### config.mk
export PLATFORM = sky130hd
export DESIGN_NAME = fifo_rd_drain
export DESIGN_NICKNAME = d
export VERILOG_FILES = /design/src/rtl/fifo_pkg.sv /design/src/rtl/fifo_skid_buf.sv /design/src/rtl/fifo_rd_drain.sv
export SDC_FILE = /design/constraint.sdc
export NUM_CORES = 1
export LEC_CHECK = 0
export ABC_AREA = 1
export BUFFER_PORTS_ARGS = -buffer_cell sky130_fd_sc_hd__buf_2
export CAP_MARGIN = 10
export CORE_ASPECT_RATIO = 1.1
export CORE_UTILIZATION = 35
export CTS_CLUSTER_DIAMETER = 200
export DETAILED_ROUTE_END_ITERATION = 7
export GPL_ROUTABILITY_DRIVEN = 1
export PLACE_DENSITY_LB_ADDON = 0.3
export SLEW_MARGIN = 20
export SYNTH_ARGS = -nofsm -noshare
export SYNTH_HDL_FRONTEND = slang
export SYNTH_SLANG_ARGS = --single-unit
### constraint.sdc
create_clock -name clk -period 2.85 [get_ports clk]
set_clock_uncertainty 0.15 [all_clocks]
set_input_delay 0.1425 -clock clk [delete_from_list [all_inputs] [get_ports clk]]
set_output_delay 0.1425 -clock clk [all_outputs]
set_load 0.05 [all_outputs]
### src/rtl/fifo_pkg.sv
// Shared types for the FIFO read-side drain stage: word type, skid-buffer
// occupancy encoding and an occupancy helper used by the read-issue credit.
package fifo_pkg;

  localparam int FIFO_WIDTH_DEF = 32;

  typedef logic [FIFO_WIDTH_DEF-1:0] fifo_word_t;

  typedef enum logic [1:0] {
    EMPTY = 2'd0,
    ONE   = 2'd1,
    FULL  = 2'd2
  } skid_state_e;

  // Words committed to the skid buffer: stored entries plus the one in flight.
  function automatic logic [2:0] occupancy(input skid_state_e cnt, input logic in_flight);
    return {1'b0, cnt} + {2'b00, in_flight};
  endfunction

endpackage

### src/rtl/fifo_skid_buf.sv
// Two-entry register buffer with push/pop and an occupancy count; the head
// entry is presented on head_data. Simultaneous push and pop keeps the count.
module fifo_skid_buf
  import fifo_pkg::*;
#(
  parameter int W = FIFO_WIDTH_DEF
) (
  input  logic        clk,
  input  logic        rst,
  input  logic        push,
  input  logic [W-1:0] push_data,
  input  logic        pop,
  output skid_state_e count,
  output logic        valid,
  output logic [W-1:0] head_data
);

  logic [W-1:0] mem_q [2];
  logic [W-1:0] mem_d [2];
  logic         wr_ptr_q, wr_ptr_d;
  logic         rd_ptr_q, rd_ptr_d;
  skid_state_e  count_q, count_d;
  logic         do_push, do_pop;

  always_comb begin
    mem_d    = mem_q;
    wr_ptr_d = wr_ptr_q;
    rd_ptr_d = rd_ptr_q;
    count_d  = count_q;
    do_pop   = pop && (count_q != EMPTY);
    // A full buffer only accepts a word when the head leaves in the same cycle.
    do_push  = push && ((count_q != FULL) || do_pop);

    if (do_push) begin
      mem_d[wr_ptr_q] = push_data;
      wr_ptr_d        = ~wr_ptr_q;
    end
    if (do_pop) begin
      rd_ptr_d = ~rd_ptr_q;
    end

    case ({do_push, do_pop})
      2'b10:   count_d = skid_state_e'(count_q + 2'd1);
      2'b01:   count_d = skid_state_e'(count_q - 2'd1);
      default: count_d = count_q;
    endcase
  end

  always_ff @(posedge clk) begin
    if (rst) begin
      mem_q    <= '{default: '0};
      wr_ptr_q <= 1'b0;
      rd_ptr_q <= 1'b0;
      count_q  <= EMPTY;
    end else begin
      mem_q    <= mem_d;
      wr_ptr_q <= wr_ptr_d;
      rd_ptr_q <= rd_ptr_d;
      count_q  <= count_d;
    end
  end

  assign count     = count_q;
  assign valid     = (count_q != EMPTY);
  assign head_data = mem_q[rd_ptr_q];

endmodule

### src/rtl/fifo_rd_drain.sv
// FIFO read-side drain: issues rd_en on credit, captures data_out one cycle
// later into a skid buffer, and presents it as a valid/ready stream.
// Optional checker and words_out counter: define FIFO_RD_DRAIN_CHECK_EN.
module fifo_rd_drain
  import fifo_pkg::*;
#(
  parameter int FIFO_WIDTH = FIFO_WIDTH_DEF,
  parameter int SKID_DEPTH = 2
) (
  input  logic                  clk,
  input  logic                  rst,
  input  logic                  en,
  input  logic                  fifo_empty,
  input  logic                  fifo_wr_en,
  input  logic [FIFO_WIDTH-1:0] fifo_data_out,
  output logic                  fifo_rd_en,
  output logic                  m_valid,
  output logic [FIFO_WIDTH-1:0] m_data,
  input  logic                  m_ready
);

  if (SKID_DEPTH != 2) begin : g_bad_depth
    $error("fifo_rd_drain supports SKID_DEPTH = 2 only");
  end

  // Stream handshake: a word transfers in any cycle with m_valid && m_ready;
  // m_valid never drops and m_data never changes until that transfer happens.

  logic        in_flight_q, in_flight_d;
  logic        pop;
  logic [2:0]  occ_after_pop;
  skid_state_e count;

  assign pop = m_valid && m_ready;

  // Credit counts the word leaving this cycle, so a streaming consumer keeps
  // one read issued every cycle while the buffer can never overflow.
  always_comb begin
    occ_after_pop = occupancy(count, in_flight_q) - {2'b00, pop};
    fifo_rd_en    = en && !rst && !fifo_empty && !fifo_wr_en && (occ_after_pop < 3'd2);
    in_flight_d   = fifo_rd_en;
  end

  always_ff @(posedge clk) begin
    if (rst) in_flight_q <= 1'b0;
    else     in_flight_q <= in_flight_d;
  end

  fifo_skid_buf #(
    .W (FIFO_WIDTH)
  ) u_skid (
    .clk       (clk),
    .rst       (rst),
    .push      (in_flight_q),
    .push_data (fifo_data_out),
    .pop       (pop),
    .count     (count),
    .valid     (m_valid),
    .head_data (m_data)
  );

`ifdef FIFO_RD_DRAIN_CHECK_EN
  logic [31:0] words_out_q, words_out_d;

  always_comb words_out_d = words_out_q + {31'd0, pop};

  always_ff @(posedge clk) begin
    if (rst) words_out_q <= '0;
    else     words_out_q <= words_out_d;
  end

  a_rd_wr_excl: assert property (@(posedge clk) disable iff (rst)
    !(fifo_rd_en && fifo_wr_en));
  a_rd_not_empty: assert property (@(posedge clk) disable iff (rst)
    fifo_rd_en |-> !fifo_empty);
  a_hold_stall: assert property (@(posedge clk) disable iff (rst)
    (m_valid && !m_ready) |=> ($stable(m_data) && m_valid));
  a_no_full_capture: assert property (@(posedge clk) disable iff (rst)
    !(in_flight_q && (count == FULL) && !pop));
`endif

endmodule

### After elaboration in Yosys (flattened, before gate mapping)

Cells that the tools add are included.

| word-level totals | value |
|---|---|
| register bits | 69 |
| output and inout port bits | 34 |
| word-level logic and storage cells | 42 |

| operators by class | value |
|---|---|
| add/subtract/negate cells | 4 |
| order comparisons | 4 |
| equality and inequality tests | 3 |
| multiplexer cells | 7 |
| bitwise operators | 4 |
| reductions and logical operators | 14 |

Operator list:

| kind | number |
|---|---|
| $mux 32 | 4 |
| $bwmux 64 | 1 |
| $demux 32 s1 | 1 |
| $logic_and 1x1->1 | 8 |
| $ge 2x2->1 const B | 2 |
| $not 1->2 | 2 |
| $pmux 2 s2 | 1 |
| $reduce_bool 2->1 | 2 |
| $add 2x1->3 | 1 |
| $logic_not 1->1 | 3 |
| $lt 3x2->1 const B | 1 |
| $sub 3x1->3 | 1 |
| $add 2x1->2 const B | 1 |
| $eq 2x1->1 const B | 1 |
| $eq 2x2->1 const B | 1 |
| $lt 2x1->1 const B | 1 |
| $ne 2x2->1 const B | 1 |
| $not 1->1 | 2 |
| $sub 2x1->2 const B | 1 |
| $logic_or 1x1->1 | 1 |

### Depth between registers and ports, before layout

Gate-level depths: netlist (run 1).

| depth | value |
|---|---|
| depth in word-level cells | 7 |
| mapped depth | 11 |
| mapped depth without buffers | 11 |

### Hierarchy

A second synthesis (run 1) with hierarchy kept.

| unflattened totals | value |
|---|---|
| cells, all modules | 635 |
| area, all modules | 3844.9 um^2 |

Modules (own cells, without submodules):

| module | instances | cells an instance | area an instance (um^2) |
|---|---|---|---|
| fifo_skid_buf | 1 | 616 | 3723.6 |
| fifo_rd_drain | 1 | 19 | 121.4 |

### Least setup slack after synthesis (run 1)

OpenSTA, ideal clock, no wires.

| path | value |
|---|---|
| path type | register to output |
| from | register u_skid.count_q[1], in the netlist u_skid.count[1] |
| to | output fifo_rd_en |
| arrival time | 3036 ps |
| data required time | 2558 ps |
| path slack | -478 ps |
| cell stages (with the launch flop) | 11 |
| cells stage by stage | dfxtp_1 inv_1 nand2_1 nand2_1 inv_1 ha_1 inv_1 nand2_1 fa_1 nand2_1 nor3_1 |

| between the ends | value |
|---|---|
| cells in the longest elaborated chain, start to end | 5 |
| elaborated cells on any way between the ends | 6 |

Ends and longest elaborated chain:

| item | line | RTL |
|---|---|---|
| start: declaration | fifo_skid_buf.sv:22 | `skid_state_e count_q, count_d;` |
| start signal: assignment | fifo_skid_buf.sv:59 | `count_q <= count_d;` |
| $reduce_bool 2->1 | fifo_skid_buf.sv:64 | `assign valid = (count_q != EMPTY);` |
| net m_valid | fifo_rd_drain.sv:17 | `output logic m_valid,` |
| $logic_and 1x1->1 | fifo_rd_drain.sv:34 | `assign pop = m_valid && m_ready;` |
| $sub 3x1->3 | fifo_rd_drain.sv:39 | `occ_after_pop = occupancy(count, in_flight_q) - {2'b00, pop};` |
| $lt 3x2->1 | fifo_rd_drain.sv:40 | `fifo_rd_en = en && !rst && !fifo_empty && !fifo_wr_en && (occ_after_pop < 3'd2);` |
| $logic_and 1x1->1 | fifo_rd_drain.sv:40 |  |
| end: declaration | fifo_rd_drain.sv:16 | `output logic fifo_rd_en,` |

The timed path passes the listed nets, and every way through them passes these cells.

### Worst setup path after layout (run 1)

| path | value |
|---|---|
| from | register u_skid.count_q[1], in the netlist u_skid.count[1] |
| to | output fifo_rd_en |

| between the ends | value |
|---|---|
| cells in the longest elaborated chain, start to end | 5 |
| elaborated cells on any way between the ends | 6 |

Ends and longest elaborated chain:

| item | line |
|---|---|
| branches (longest 2 deep; another with $add 2x1->3) | - |
| $sub 3x1->3 (*) | fifo_rd_drain.sv:39 |
| $lt 3x2->1 (*) | fifo_rd_drain.sv:40 |
| $logic_and 1x1->1 (*) | fifo_rd_drain.sv:40 |

Mark *: on every way between the ends.

==> results of run 1 <==
==> state kept, by name (all words and copies together) (netlist names) <==
| signal | cells |
|---|---|
| u_skid.mem_q | 64 |
| u_skid.count | 2 |
| in_flight_q | 1 |
| u_skid.rd_ptr_q | 1 |
| u_skid.wr_ptr_q | 1 |
==> through the flow <==
| step | std cells | setup slack [ps] | instance area (um^2) |
|---|---|---|---|
| 2_1_floorplan | 628 | 105 | 3830 |
| 3_3_place_gp | 810 | 478 | 4220 |
| 3_5_place_dp | 810 | 416 | 4220 |
| 4_1_cts | 838 | 42.6 | 4650 |
| 5_1_grt | 838 | 22.7 | 4660 |
| 6_report | 838 | 166 | 4660 |
==> cells in the final DEF, fill, tap and decap left out, drive strengths merged <==
| cell | n |
|---|---|
| bufinv | 1 |
| fa | 1 |
| ha | 2 |
| nand4 | 64 |
| clkbuf | 13 |
| nand2 | 170 |
| nor3 | 2 |
| nor2 | 68 |
| buf | 80 |
| o21ai | 35 |
| inv | 168 |
| dlygate4sd3 | 12 |
| dfxtp | 69 |
| clkinv | 1 |
| a21oi | 4 |
| clkinvlp | 1 |
| nand3 | 4 |
==> logic make-up (layout without fill, tap and decap cells) <==
logic type | Yosys count | after routing
compound gates | 39 | 39
fa+ha+maj | 3 | 3
buf+inv | 209 | 276
simple gates | 308 | 308
flops | 69 | 69
==> power by group <==
part / total, mW / internal (mW) / switching (mW)
sequential: 1.01 / 0.993 / 0.0128
combinational: 0.368 / 0.111 / 0.257
clock: 1.16 / 0.748 / 0.415
total: 2.54 / 1.85 / 0.684
==> cell type report <==
| class | instances | area share |
|---|---|---|
| Clock buffer | 13 | 0.0580 |
| Multi-Input combinational cell | 350 | 0.342 |
| Timing Repair Buffer | 92 | 0.120 |
| Sequential cell | 69 | 0.298 |
| Clock inverter | 3 | 0.00914 |
| Tap cell | 143 | 0.0384 |
| Inverter | 168 | 0.135 |
==> worst max-delay path, delay by kind of cell, from the launching register on <==
kind          cells  cell delay [ps]
buf+inv           4              430
simple gates      5              520
fa+ha+maj         2              760
flops             1              350
==> per-layer routing <==
layer	part of all wire	vias up	track usage
li1	-	1991	-
met1	0.47	1624	0.212
met2	0.47	59	0.312
met3	0.034	15	0.0370
met4	0.022	0	0.0705
met5	0	-	0
==> final timing paths <==
check | startpoint | to | cells after the start
worst min register to register | u_skid.mem_q[21] | u_skid.mem_q[21] | 4
worst max-delay path | u_skid.count[1] | fifo_rd_en | 11
worst min-delay path | fifo_data_out[30] | u_skid.mem_q[62] | 5
worst max register to register | u_skid.count[1] | in_flight_q | 11
==> repair_timing <==
action | in CTS | in global routing
endpoints found under the setup margin | 0 | 2
resized for setup | 0 | 4
hold buffers | 12 | 0
hold endpoints to repair | 12 | 0
==> out/metrics.yaml, run 1 <==
outcome: "complete, no violations"
io_buffers: 71
synth-xor-area-share: 0
hold_slack_ps: 7.69
setup-violations-final: 0
async_reset_ff_frac: 0
ff_latch_area_um2: 1390
track_usage: 0.179
synth_edf_count: 0
arrival_ps: 2390
chipWidth_um: 102
rrSetupSlack_ps: 230
required_ps: 2560
cts_tree: "yes"
synthSimpleGateAreaFrac: 0.350
fin_util: 0.444
final_nets: 731
cts_buffer_depth: 2
die_height_um: 112
finalMaxSlewViolations: 0
multi_input_area_um2: 1590
rsz0062_at_grt: "no"
path_class: "reg -> out"
gp_congestion: 0.764
grt_start_max_net_pins: 66
rows: 39
syn_area_um2: 3820
synth-seq-cells: 69
syn_to_final_growth_pct: 21.8
yosys.area_share.adder: 0.0118
n_fill_cell: 1123
worst_setup_path_end_kind: "output port"
path_max_fanout: 5
diodes: 0
totalWireLength_um: 9500
p_leak_nw: 2.41
clk_pin_slew_ps: 60
crit_path_max_incr_delay_ps: 490
postSynthAreaPerCell_um2: 6.09
yosys.area.top_type: "dfxtp_1"
cellPowerDensity_nw_per_um2: 545
layout-drive-gt1-share: 0.151
drtIter0Drc: 165
wl_per_cell_um: 11.3
synth_top_area_share: 0.361
antenna_found_initial: 0
synthFlopType: "dfxtp_1"
synth_top_cells_by_count: "170 x nand2_1, 165 x inv_1, 69 x dfxtp_1"
synth_warnings: 0
ys_seq_area_frac: 0.361
syn_nets: 669
slew_headroom: 0.473
core_um2: 10500
drc: 0
first_pass_iters: 4
tns_ps: 0
overflow: 0
synth_top_family_by_area: "simple AND/OR/NAND/NOR gates"
ant_nets: 0
critPathLaunchType: "flip-flop"
post-cts-setup-buffer-count: 0
yosysMostFrequentCell: "nand2_1"
max_freq_ghz: 0.373
synth_area_leaders: "dfxtp_1 36%, nand2_1 17%, inv_1 16%, nand4_1 10%, nor2_1 6.7%"
ir_drop_mv: 0.275
hold_path_class: "in -> reg"
synthMuxAreaShare: 0
hpwl_um: 5830
hold_viol: 0
die_area_um2: 11300
power.total_mw: 2.54
maxCapViolCount: 0
syn_inst: 628
crit_chain: "inv_1 > nand2_1 > nand2_1 > inv_1 > ha_1 > inv_1 > nand2_1 > fa_1 > nand2_1 > nor3_4 > buf_4"
tightest_slew_ps: 789
cts_buffers: 9
cts_htree_levels: 3
fin_crit_ps: 2680
start_util: 0.364
synth_compound_area_frac: 0.0511
crit_top_cell: "nand2_1"
ios: 72
grt_pass1_vias: 3525
cts-root-buf: "clkbuf_16"
via_per_inst: 4.40
cpMaxStageDelayCell: "fa_1"
fin_crit_sh: 0.942
worstSkewPairLatency_ps: 330
synth.distinct_cells: 18
cts_sinks: 69
vias: 3689
grt_pass1_wl_um: 15900
No activity file was read; power rests on OpenSTA's default activity.
==> inputs of run 2 (changes only) <==
--- a/config.mk
+++ b/config.mk
@@ -10,7 +10,9 @@
 export CAP_MARGIN = 10
 export CORE_ASPECT_RATIO = 1.1
 export CORE_UTILIZATION = 35
+export CTS_BUF_LIST = sky130_fd_sc_hd__clkbuf_2
 export CTS_CLUSTER_DIAMETER = 200
+export CTS_CLUSTER_SIZE = 28
 export DETAILED_ROUTE_END_ITERATION = 7
 export GPL_ROUTABILITY_DRIVEN = 1
 export PLACE_DENSITY_LB_ADDON = 0.3
==> run 2 against run 1 <==
Net effect: worst setup slack got worse by 30 ps; power decreased by 22%; clock-buffer cell count decreased by 3; flip-flop and latch count unchanged; sequential share of layout area decreased by 0.66 points; combinational power increased by 14%; sequential power about the same; design area increased by 2.6%; largest power group is now sequential cells.
==> out/metrics.yaml, run 2 (synthesized netlist as in run 1, its figures left out) <==
cts_htree_levels: 3
fin_crit_ps: 2710
pre_cts_slack_ps: 416
rows: 39
critPathLaunchType: "flip-flop"
crit_chain: "inv_4 > nand2_2 > nand2_2 > inv_2 > ha_4 > inv_2 > nand2_2 > fa_2 > nand2_4 > nor3_4 > buf_6"
cellPowerDensity_nw_per_um2: 415
p_leak_nw: 2.45
layout-drive-gt1-share: 0.163
clk_pin_slew_ps: 200
final_nets: 761
dpl-instance-area_um2: 4220
maxCapViolCount: 0
crit_top_cell: "nand2_2"
cts_buffer_depth: 2
hold_path_class: "in -> reg"
path_buf_inv: 4
worst_setup_path_end_kind: "output port"
max_freq_ghz: 0.368
diodes: 0
die_height_um: 112
fin_crit_sh: 0.952
finalMaxSlewViolations: 0
arrival_ps: 2420
hold_viol: 0
timing.critical_path.max_delay_family: "adder cells"
grt_start_max_net_pins: 66
overflow: 0
cpMaxStageDelayCell: "fa_2"
cts_sinks: 69
wl_per_cell_um: 11.4
slew_headroom: 0.474
tightest_slew_ps: 788
hpwl_um: 5830
core_um2: 10500
io_buffers: 71
tns_ps: 0
outcome: "complete, no violations"
path_max_fanout: 3
crit_path_max_incr_delay_ps: 560
antenna_found_initial: 0
start_util: 0.364
cts-root-buf: "clkbuf_2"
cts_tree: "yes"
ir_drop_mv: 0.188
grt_pass1_wl_um: 16400
rsz0062_at_grt: "no"
vias: 3855
first_pass_iters: 4
largest_register: "u_skid.mem_q"
path_class: "reg -> out"
totalWireLength_um: 9930
largest_register_ffs: 64
die_area_um2: 11300
track_usage: 0.184
ant_nets: 0
cts_buffers: 9
worstSkewPairLatency_ps: 500
required_ps: 2560
grt_pass1_vias: 3677
stdcell_area_um2: 4770
final_common_cell: "nand2_1"
ios: 72
finalWorstSetupSlack_ps: 136
setup-violations-final: 0
drtIter0Drc: 170
chipWidth_um: 102
via_per_inst: 4.44
drc: 0
syn_to_final_growth_pct: 24.9
gp_congestion: 0.764
final_cell_mix: "166 x nand2_1, 162 x inv_1, 70 x buf_2, 68 x nor2_1, 65 x dfxtp_1"
fin_util: 0.455
-- run 2: through the flow --
| step | instances | hold slack (ps) | total power [mW] |
|---|---|---|---|
| 6_report | 868 | 198 | 1.98 |
| 2_1_floorplan | 628 | 61.6 | 1.29 |
| 5_1_grt | 868 | 148 | 2.09 |
| 4_1_cts | 866 | 125 | 2.00 |
| 3_3_place_gp | 810 | 207 | 1.38 |
| 3_5_place_dp | 810 | 193 | 1.38 |
-- run 2: final timing paths --
check | from | end | slack, ps | cells after the start
worst min-delay path | rst | u_skid.wr_ptr_q | 200 | 3
worst max-delay path | u_skid.count[1] | fifo_rd_en | 140 | 11
worst min register to register | u_skid.mem_q[21] | u_skid.mem_q[21] | 370 | 4
worst max register to register | u_skid.count[1] | in_flight_q | 320 | 11
-- run 2: final cells by class --
class / instances / area [um^2]
sequential: 69 / 1390
timing repair buffer: 122 / 850
multi-input combinational: 350 / 1620
inverter: 168 / 633
fill: 1112 / 5720
tap: 143 / 179
clock buffer: 10 / 50.0
clock inverter: 6 / 53.8
-- run 2: metal layers --
layer / wire [um] / global-route usage
met1: 4550 / 0.211
met5: 0 / 0
met3: 356 / 0.0364
met2: 4860 / 0.328
met4: 161 / 0.0744
-- run 2: worst min-delay path, delay by kind of cell --
| kind | cells | cell delay (ps) |
|---|---|---|
| compound gates | 1 | 50 |
| buf+inv | 2 | 630 |
-- run 2: timing repair --
item                       in CTS  in global routing
pin swaps                       2                  4
hold buffers                   37                  0
gates cloned                    0                  0
resized for setup              11                  6
hold endpoints to repair       69                  0
buffers inserted                3                  2
setup endpoints to repair       1                  2
-- run 2: power by group --
group	internal (mW)	switching [mW]	total [mW]
clock	0.196	0.361	0.558
sequential	0.993	0.0127	1.01
combinational	0.147	0.271	0.418
